`config.mk`:
```
export PLATFORM = sky130hd
export DESIGN_NAME = pdm_deserializer
export DESIGN_NICKNAME = d
export VERILOG_FILES = /design/src/rtl/audio_pkg.sv /design/src/rtl/pdm_clock_gen.sv /design/src/rtl/pdm_deserializer.sv
export SDC_FILE = /design/constraint.sdc
export NUM_CORES = 1
export LEC_CHECK = 0
export CORE_UTILIZATION = 39
export DETAILED_ROUTE_END_ITERATION = 8
export GPL_ROUTABILITY_DRIVEN = 0
export MAX_ROUTING_LAYER = met4
export PLACE_DENSITY_LB_ADDON = 0.25
export SYNTH_ARGS = -nofsm -noshare
export SYNTH_HDL_FRONTEND = slang
export SYNTH_HIERARCHICAL = 1
export SYNTH_SLANG_ARGS = --single-unit
```
`constraint.sdc`:
```
create_clock -name clock_i -period 5.83 [get_ports clock_i]
set_clock_uncertainty 0.1 [all_clocks]
set_input_delay 1.166 -clock clock_i [delete_from_list [all_inputs] [get_ports clock_i]]
set_output_delay 1.166 -clock clock_i [all_outputs]
set_load 0.1 [all_outputs]
```
`src/rtl/audio_pkg.sv`:
```
// Shared definitions for the audio record path: deserializer state encoding
// and the PDM timing constants used by the controller, timer and capture stage.
package audio_pkg;

    typedef enum logic {
        DESER_STATE_IDLE = 1'b0,
        DESER_STATE_RUN  = 1'b1
    } deserializer_state_t;

    // 100 MHz / 40 = 2.5 MHz microphone clock
    localparam int PDM_CLK_DIV   = 40;
    localparam int PDM_WORD_BITS = 16;

endpackage

```
`src/rtl/pdm_clock_gen.sv`:
```
// PDM microphone clock divider. Produces a 50% duty clock that starts high on
// the first run cycle, and a strobe in the last cycle of each high phase.
module pdm_clock_gen
    import audio_pkg::*;
#(
    parameter int CLK_DIV = PDM_CLK_DIV
) (
    input  logic clock_i,
    input  logic reset_i,
    input  logic run,
    output logic pdm_clk_o,
    output logic sample_stb_o
);

    localparam int HALF = CLK_DIV / 2;
    localparam int CW   = $clog2(CLK_DIV);

    // run is the *next* state of the capture FSM, so active mirrors the
    // registered state and lets the first run cycle start cleanly at zero.
    logic [CW-1:0] div_cnt;
    logic [CW-1:0] div_nxt;
    logic          active;

    // Next divider value: held at zero outside run and on the entry edge.
    always_comb begin
        div_nxt = '0;
        if (run && active) begin
            if (div_cnt == CW'(CLK_DIV - 1)) begin
                div_nxt = '0;
            end else begin
                div_nxt = div_cnt + 1'b1;
            end
        end
    end

    // Divider state and registered PDM clock, aligned to the divider value.
    always_ff @(posedge clock_i or negedge reset_i) begin
        if (!reset_i) begin
            div_cnt   <= '0;
            active    <= 1'b0;
            pdm_clk_o <= 1'b0;
        end else begin
            div_cnt   <= div_nxt;
            active    <= run;
            pdm_clk_o <= run && (div_nxt < CW'(HALF));
        end
    end

    assign sample_stb_o = active && (div_cnt == CW'(HALF - 1));

endmodule

```
`src/rtl/pdm_deserializer.sv`:
```
// PDM capture stage: synchronizes the microphone bit stream, packs WORD_BITS
// samples MSB-first into a word and flags each completed word with done_o.
module pdm_deserializer
    import audio_pkg::*;
#(
    parameter int CLK_DIV   = PDM_CLK_DIV,
    parameter int WORD_BITS = PDM_WORD_BITS
) (
    input  logic                 clock_i,
    input  logic                 reset_i,
    input  logic                 enable_i,
    input  logic                 pdm_data_i,
    output logic                 pdm_clk_o,
    output logic                 pdm_lrsel_o,
    output logic [WORD_BITS-1:0] data_o,
    output logic                 done_o
);

    localparam int BW = $clog2(WORD_BITS);

    deserializer_state_t  state;
    deserializer_state_t  state_nxt;
    logic                 run_nxt;
    logic                 sync_p0;
    logic                 sync_p1;
    logic [WORD_BITS-1:0] shift;
    logic [BW-1:0]        bit_cnt;
    logic                 sample_stb;

    assign pdm_lrsel_o = 1'b0;
    assign run_nxt     = (state_nxt == DESER_STATE_RUN);

    pdm_clock_gen #(
        .CLK_DIV(CLK_DIV)
    ) u_clock_gen (
        .clock_i     (clock_i),
        .reset_i     (reset_i),
        .run         (run_nxt),
        .pdm_clk_o   (pdm_clk_o),
        .sample_stb_o(sample_stb)
    );

    // Two-flop synchronizer for the asynchronous microphone data.
    always_ff @(posedge clock_i or negedge reset_i) begin
        if (!reset_i) begin
            sync_p0 <= 1'b0;
            sync_p1 <= 1'b0;
        end else begin
            sync_p0 <= pdm_data_i;
            sync_p1 <= sync_p0;
        end
    end

    // FSM state register.
    always_ff @(posedge clock_i or negedge reset_i) begin
        if (!reset_i) begin
            state <= DESER_STATE_IDLE;
        end else begin
            state <= state_nxt;
        end
    end

    // FSM next state: follows the controller enable level.
    always_comb begin
        state_nxt = state;
        case (state)
            DESER_STATE_IDLE: if (enable_i)  state_nxt = DESER_STATE_RUN;
            DESER_STATE_RUN:  if (!enable_i) state_nxt = DESER_STATE_IDLE;
            default:          state_nxt = DESER_STATE_IDLE;
        endcase
    end

    // Shift/pack datapath. A word completing on the same edge that leaves RUN
    // is still delivered; any partial word is dropped when leaving RUN.
    always_ff @(posedge clock_i or negedge reset_i) begin
        if (!reset_i) begin
            shift   <= '0;
            bit_cnt <= '0;
            data_o  <= '0;
            done_o  <= 1'b0;
        end else begin
            done_o <= 1'b0;
            if ((state == DESER_STATE_RUN) && sample_stb) begin
                if (bit_cnt == BW'(WORD_BITS - 1)) begin
                    data_o  <= {shift[WORD_BITS-2:0], sync_p1};
                    done_o  <= 1'b1;
                    shift   <= '0;
                    bit_cnt <= '0;
                end else begin
                    shift   <= {shift[WORD_BITS-2:0], sync_p1};
                    bit_cnt <= bit_cnt + 1'b1;
                end
            end
            if (!run_nxt) begin
                shift   <= '0;
                bit_cnt <= '0;
            end
        end
    end

endmodule

```
==> run metrics <==
CP arrival roughly 1800 ps; CP max stage cell clkdlybuf4s50_1; DP Worst Slack a little over 3000 ps; Syn Std Cell Area 1906 um2; status complete, no violations; HP Class flop to flop; # port buffers 21; post-synth cell types 34; CTS-repair resized insts 0; Max Cap Viol 0; area of the die between 5000 and 6000 um2; Post-CTS Hold Buffers 0; first-pass GRT wire length about 5000 um; root buffer cell clkbuf_8; post-synthesis register bit count 47; num rows 25; total wire length 2934 um; clock sinks 47; ant diodes 0; Tot GR Track Use 13.11%; CP bufs+invs 1; vias in the first global route ~1,100; initial antenna violation count 0; IO Count 23; 1st-pass router iterations 4; synth-to-layout area growth 16.55%; # DRC 0; Final WS setup about 2800 ps; final setup violation count 0; Primary FF master, synth dfrtp_1; CTS Buf Count 5; post-CTS setup buffer count 0; Worst Tran Pin Value between 1000 and 1500 ps; Post-layout nets roughly 160; largest net degree at the start of global routing 48; final slew viol count 0; worst path cell trace clkdlybuf4s50_1; clock-pin slew on the worst setup and hold paths ~80 ps; share of cells above drive strength 1 between 10% and 20%; Clk Latency, worst-skew pair roughly 290 ps; Die Width slightly above 70 um; Ys Warns 6; Final Critical Period 3052 ps; Max IR drop VDD about 130 uV; leak pwr 1.020 nW; power per cell area 257.9 nW/um2; Data required, critical path ~4600 ps; Chip Height 71.90 um; wire per inst 13.16 um; antenna-violating nets left 0; RSZ-0062 raised after global routing no; worst stage delay on the critical path between 1000 and 1500 ps; Final Hold Viols 0; Post-synth EDFFs 0; clk buf depth 2; Hold Slack 252.9 ps; H-tree Lvls 2; Slew HR 32.97%; crit path capture type primary output; Syn Inst Count 137; mean post-synth cell area ~14 um2; routed vias between 1,000 and 1,500; Tcrit/Tclk final 52.35%; Starting DRT DRC Count 20; commonest non-fill, non-tap cell in the layout dfrtp_1; CP Class flop to primary output; CP delay by family, top buffers and inverters; startpoint types flop; fmax 327.7 MHz; vias per cell around 5; Seq/Total Area, Yosys 61.72%; post-synthesis net count around 140; CTS tree yes; grt total ovfl 0; initial core utilization 40.34%; Post-synth ARST share 100.0%; area of the core 4723 um2; most frequent cells in the layout 47 x dfrtp_1, 20 x clkdlybuf4s50_1, 16 x a22o_1; Fin Setup TNS 0 ps; Worst Path Max Fanout 2
[cell usage after synthesis (all sizes together), types with 2 or more instances]
cell type	instances	area, um2
o211ai	2	15.01
ha	2	25.02
a21oi	4	20.02
xnor2	3	26.28
nor2	6	30.03
xor2	2	17.52
o21ai	2	10.01
and2	3	21.27
dfrtp	47	1176
buf	9	76.32
nand2	4	15.01
a22o	16	140.1
and4	2	20.02
nand3	7	40.04
mux2	17	191.4
[report_power, final]
group | switching [W] | internal, W
logic | 0.0000154 | 0.00000357
registers | 0.00000216 | 0.000328
clock network | 0.0000979 | 0.000126
total | 0.000115 | 0.000457
[final cells by class]
type                            count  area [um2]
Clock inverter                      1       30.03
Multi-Input combinational cell     80       649.4
Tap cell                           67       83.83
Fill cell                         420        2502
Timing Repair Buffer               21       205.2
Clock buffer                        6       72.57
Inverter                            1       3.754
Sequential cell                    47        1176
[worst paths after layout]
check | cells past startpoint | startpoint | endpoint | slack, ps
min | 0 | sync_p0$_DFF_PN0_ | sync_p1$_DFF_PN0_ | 250
max | 1 | data_o[7]$_DFFE_PN0P_ | data_o[7] | 2780
min in group asynchronous | 1 | reset_i | data_o[10]$_DFFE_PN0P_ | 950
max in group asynchronous | 1 | reset_i | u_clock_gen/div_cnt[3]$_DFF_PN0_ | 4070
max reg2reg | 6 | u_clock_gen/div_cnt[0]$_DFF_PN0_ | data_o[3]$_DFFE_PN0P_ | 3410
min reg2reg | 0 | sync_p0$_DFF_PN0_ | sync_p1$_DFF_PN0_ | 250
[metal layers]
metal	vias to the layer above	routed length [um]	part of all wire, %	global-route usage [%]
li1	528	-	-	-
met1	570	1399	48	16.93
met2	28	1366	47	19.18
met3	6	129	4.4	3.889
met4	0	38	1.3	5.882
met5	-	0	0	-
[through the flow]
stage	total power, W	instance area [um2]	util, %	instances
floorplan	0.0003466	1906	-	137
global placement	0.0003557	2118	44.85	216
detailed placement	0.0003564	2118	44.85	216
CTS	0.0005827	2221	47.02	223
global route	0.0005985	2221	47.02	223
finish	0.0005727	2221	47.02	223
[registers in the layout, summed over array words and instances (netlist names)]
name and cells:
bit_cnt 4, data_o 16, done_o 1, shift 15, state 1, sync_p0 1
sync_p1 1, u_clock_gen/active 1, u_clock_gen/div_cnt 6, u_clock_gen/pdm_clk_o 1
[cells by family after synthesis]
| family | share of synthesized area [%] |
|---|---|
| muxes | 10.05 |
| xor gates and xnor gates | 2.299 |
| adders and majority gates | 1.313 |
| DFF | 61.72 |
| AOI/OAI and AO/OA | 11.82 |
| and+or+nand+nor | 8.405 |
| buffers and inverters | 4.202 |
| other | 0.1968 |
(Power assumes the default switching activity.)
==> RTL edit 1 (same settings) <==
The package constant `PDM_CLK_DIV` goes from 40 to 80.
--- a/src/rtl/audio_pkg.sv
+++ b/src/rtl/audio_pkg.sv
@@ -8,7 +8,7 @@
     } deserializer_state_t;
 
     // 100 MHz / 40 = 2.5 MHz microphone clock
-    localparam int PDM_CLK_DIV   = 40;
+    localparam int PDM_CLK_DIV   = 80;
     localparam int PDM_WORD_BITS = 16;
 
 endpackage
Function: no difference found for any inputs over 10 cycles, from zero or initial values and one cycle with reset_i low; that may be too few to reach the edited logic, so the function may still have changed.
==> RTL edit 1 against the unedited design <==
Count of clock-buffer cells in the layout down 1; synthesized area up 1.2%; core utilization up 0.66 points; final area up 2.1%; worst setup slack worse by 0.0077 ns; register-to-register slack worse by 0.23 ns; sequential cell count up 1; die area up 1.2%; routed wire length down 2.0%; power up 4.7%; sequential power up 2%; sequential share of layout area about the same; critical endpoint is now data_o[0]; largest cell class unchanged.
==> RTL edit 1: results (changes against the unedited design) <==
| Metric | Value |
|---|---|
| Slowest CP cell | clkdlybuf4s50_1 (unchanged) |
| Register area share after synthesis | 0.6226 (was 0.6172) |
| Static Leakage | 1.028 nW (was 1.020 nW) |
| # port buffers | 21 (unchanged) |
| Clk buf depth | 2 (unchanged) |
| Worst skew pair latency | 0.31 ns (was 0.29 ns) |
| Wire length per cell | 12.78 um (was 13.16 um) |
| Vias per Instance | 4.911 (was 5.076) |
| Worst path top cell family by delay | buffers and inverters (unchanged) |
| Post-CTS Setup Inserts | 0 (unchanged) |
| Status | finished clean (unchanged) |
| Hpwl dp | 1884 um |
| Final #Nets | 163 (was 162) |
| Vias in the first global route | 1,094 (was 1,089) |
| Netlist cell types | 33 (was 34) |
| Synth top area cells | dfrtp_1, mux2_2, a22o_1, mux2_1, xnor2_1 (was dfrtp_1, mux2_2, a22o_1, mux2_1, buf_6) |
| Pre-Repair DR Iteration Count | 4 (unchanged) |
| Largest net degree at the start of global routing | 49 (was 48) |
| CTS resizes | 0 (unchanged) |
| Fraction of registers with async set/reset | 1.000 (unchanged) |
| Syn Nets | 142 (was 143) |
| Clock-pin slew on the worst setup and hold paths | 0.09 ns |
| Worst-margin pin slew | 1.036 ns (was 1.005 ns) |
| Largest regs | data_o: 16 flops, shift: 15 flops, u_clock_gen/div_cnt: 7 flops (was data_o: 16 flops, shift: 15 flops, u_clock_gen/div_cnt: 6 flops) |
| Critical Path AT | 1.79 ns (about the same) |
| GRT Util Overall | 0.1324 (was 0.1311) |
| Antenna Cells | 0 (unchanged) |
| Synth cell count leaders | dfrtp_1, a22o_1, mux2_2 (unchanged) |
| Max-Cap Viols | 0 (unchanged) |
| Yosys warnings | 6 (unchanged) |
| HP Class | reg2reg (unchanged) |
| Root Buffer Master | clkbuf_8 (unchanged) |
| # fillers | 431 (was 420) |
| Initial drt markers | 54 (was 20) |
| CP peak stage delay | about 1.1 ns |
| First-pass GRT wire length | 5092 um (was 4995 um) |
| Fraction of layout cells with a size suffix above 1 | 0.1772 (was 0.1667) |
| Worst ir drop on vdd | 122.8 uV (was 129.0 uV) |
| Initial antenna violation count | 0 (unchanged) |
| H-tree level count | 2 (unchanged) |
RTL edit 1: final timing paths:
check                                                  from                endpoint  slack [ns]  cells after the start
min in group asynchronous                           reset_i        done_o$_DFF_PN0_        0.93                      1
min                                       sync_p0$_DFF_PN0_       sync_p1$_DFF_PN0_        0.26                      0
max                                   data_o[0]$_DFFE_PN0P_               data_o[0]        2.77                      1
min reg2reg                               sync_p0$_DFF_PN0_       sync_p1$_DFF_PN0_        0.26                      0
max in group asynchronous                           reset_i  data_o[10]$_DFFE_PN0P_        4.05                      1
max reg2reg                u_clock_gen/div_cnt[0]$_DFF_PN0_   data_o[2]$_DFFE_PN0P_        3.18                      6
RTL edit 1: area by class of cell:
type	count	share of cell area
Multi-Input combinational cell	79	0.2886
Inverter	2	0.003311
Sequential cell	48	0.5298
Tap cell	67	0.03698
Clock buffer	5	0.03035
Clock inverter	3	0.02042
Timing Repair Buffer	21	0.09051
RTL edit 1: metal layers:
layer / up-vias / wire length (um) / GRT usage
met5: - / 0 / -
met4: 0 / 57 / 0.05229
met3: 5 / 104 / 0.04167
met2: 20 / 1286 / 0.1952
met1: 545 / 1426 / 0.1703
li1: 535 / - / -
RTL edit 1: logic make-up after synthesis:
kind of cell             count (synthesis)  synth area share
AO/OA/AOI/OAI                           22           0.09663
multiplexers                            17           0.09922
AND/OR/NAND/NOR                         30           0.09663
buffers and inverters                    9           0.03826
other                                    1          0.001944
flip-flops                              48            0.6226
XOR/XNOR                                 7           0.03178
adder cells (fa/ha/maj)                  2           0.01297
RTL edit 1: report_power, final:
group	leakage (nW)	switching [mW]	total (mW)	internal, mW
clock network	0.0548	0.114	0.244	0.129
logic	0.315	0.0157	0.0191	0.00340
registers	0.658	0.00156	0.337	0.335
RTL edit 1: worst reg2reg max path, cell delays in order, from the launching register on:
cell and delay [ns]:
dfrtp_1 0.38, ha_1 0.27, nand4b_1 0.12, nor4b_1 0.57, nand2_1 0.23, nor2_4 0.46, mux2_2 0.40
RTL edit 1: metrics by stage:
stage | total power [mW] | instance area (um2) | cells | utilization | worst slack [ns]
6_report | 0.5994 | 2267 | 225 | 0.4768 | 2.770
3_3_place_gp | 0.3625 | 2152 | 217 | 0.4526 | 3.095
5_1_grt | 0.6172 | 2267 | 225 | 0.4768 | 2.717
4_1_cts | 0.6042 | 2267 | 225 | 0.4768 | 2.756
3_5_place_dp | 0.3629 | 2152 | 217 | 0.4526 | 3.081
2_1_floorplan | 0.3532 | 1929 | 136 | - | 3.522
==> RTL edit 2 (config.mk and constraints unchanged) <==
Made on the original files. Register the inputs `enable_i` and `pdm_data_i` before use, without a reset. The logic sees them one clock later.
--- a/src/rtl/pdm_deserializer.sv
+++ b/src/rtl/pdm_deserializer.sv
@@ -17,6 +17,14 @@
 );
 
     localparam int BW = $clog2(WORD_BITS);
+
+    logic enable_q;
+    logic pdm_data_q;
+
+    always_ff @(posedge clock_i) begin
+        enable_q   <= enable_i;
+        pdm_data_q <= pdm_data_i;
+    end
 
     deserializer_state_t  state;
     deserializer_state_t  state_nxt;
@@ -46,7 +54,7 @@
             sync_p0 <= 1'b0;
             sync_p1 <= 1'b0;
         end else begin
-            sync_p0 <= pdm_data_i;
+            sync_p0 <= pdm_data_q;
             sync_p1 <= sync_p0;
         end
     end
@@ -64,8 +72,8 @@
     always_comb begin
         state_nxt = state;
         case (state)
-            DESER_STATE_IDLE: if (enable_i)  state_nxt = DESER_STATE_RUN;
-            DESER_STATE_RUN:  if (!enable_i) state_nxt = DESER_STATE_IDLE;
+            DESER_STATE_IDLE: if (enable_q)  state_nxt = DESER_STATE_RUN;
+            DESER_STATE_RUN:  if (!enable_q) state_nxt = DESER_STATE_IDLE;
             default:          state_nxt = DESER_STATE_IDLE;
         endcase
     end
Behaviour: not the same (a bounded check fails within 4 cycles, from zero or initial values and one cycle with reset_i low).
==> RTL edit 2 against the unedited design <==
Sequential cell count grew 2; worst hold slack lost 0.021 ns; synthesized cell count grew 1.5%; synthesized area grew 2.1%; routed wire length grew 8.0%; power grew 4.9%; final area grew 2.2%; via count grew 1.9%; worst setup slack lost 0.0029 ns; largest cell class unchanged; highest routed layer unchanged.
==> RTL edit 2: results (changes against the unedited design) <==
| Metric | Value |
|---|---|
| Status | finished clean (unchanged) |
| DRT met1 WL | 1362 um (was 1399 um) |
| Multi-input gate share of total cell area | 0.2861 (was 0.2924) |
| Final #Nets | 164 (was 162) |
| Synth top area cells | dfrtp_1, mux2_2, a22o_1, mux2_1, dfxtp_1 (was dfrtp_1, mux2_2, a22o_1, mux2_1, buf_6) |
| Signal buf overhead | 0.09041 (was 0.09239) |
| Clk. pwr | 0.237 mW (was 0.224 mW) |
| Fraction of layout cells with a size suffix above 1 | 0.1698 (was 0.1667) |
| Seq/total area | 0.5358 (was 0.5296) |
| GR Util met3 | 0.03867 (was 0.03889) |
| Met2 Use GR | 0.2305 (was 0.1918) |
| Register area share after synthesis | 0.6251 (was 0.6172) |
| Combinational fraction of design power | 0.030 (was 0.033) |
| Vias in the first global route | 1,153 (was 1,089) |
| Fraction of registers with async set/reset | 0.9592 (was 1.000) |
| Total Wirelength | 3168 um (was 2934 um) |
| Hold path endpoint | sync_p0$_DFF_PN0_ (was sync_p1$_DFF_PN0_) |
| Worst-margin pin slew | 1.005 ns (about the same) |
| Syn Nets | 145 (was 143) |
| Reg2Reg Launch Point | u_clock_gen/div_cnt[0]$_DFF_PN0_ (unchanged) |
| Seq cells | 49 (was 47) |
| Worst ir drop on vdd | 99.99 uV (was 129.0 uV) |
| FF-to-FF setup slack | 3.32 ns (was 3.41 ns) |
| Grt met1 use | 0.1588 (was 0.1693) |
| Place WS | 3.094 ns (was 3.066 ns) |
| Post-DP Area | 2158 um2 (was 2118 um2) |
| Initial drt markers | 94 (was 20) |
| Internal power | 0.4748 mW (was 0.4572 mW) |
| HP Class | reg2reg (unchanged) |
| DR WL met2 | 1629 um (was 1366 um) |
| Initial antenna violation count | 0 (unchanged) |
| Met3 wire length | 118 um (was 129 um) |
| Hold path startpoint | pdm_data_q$_DFF_P_ (was sync_p0$_DFF_PN0_) |
| Netlist cell types | 35 (was 34) |
| First-pass GRT wire length | 5375 um (was 4995 um) |
| Fin Hold WS | 0.2317 ns (was 0.2529 ns) |
| GRT Util Overall | 0.1385 (was 0.1311) |
| Final setup margin | 2.775 ns (was 2.778 ns) |
| # fillers | 445 (was 420) |
| Static Leakage | 1.041 nW (was 1.020 nW) |
| Reg-to-Reg End | data_o[5]$_DFFE_PN0P_ (was data_o[3]$_DFFE_PN0P_) |
==> RTL edit 2: cell count changes after synthesis <==
cell | before | now
dfxtp_1 | 0 | 2
==> RTL edit 2: cells by family (layout without fill, tap and decap cells) <==
| family | Yosys count | after routing | synth area share |
|---|---|---|---|
| AO/OA/AOI/OAI | 28 | 28 | 0.1158 |
| XOR/XNOR | 5 | 5 | 0.02251 |
| adder cells (fa/ha/maj) | 2 | 2 | 0.01286 |
| buffers and inverters | 10 | 30 | 0.04115 |
| flip-flops | 49 | 49 | 0.6251 |
| multiplexers | 17 | 17 | 0.09839 |
| other | 1 | 1 | 0.001927 |
| AND/OR/NAND/NOR | 27 | 27 | 0.08232 |
==> RTL edit 2: per-stage QoR <==
stage | power [mW] | cells | utilization
after floorplan | 0.3618 | 139 | -
after global placement | 0.3709 | 218 | 0.4539
after detailed placement | 0.3713 | 218 | 0.4539
after CTS | 0.6079 | 226 | 0.4774
after global routing | 0.6250 | 226 | 0.4774
final | 0.6009 | 226 | 0.4774
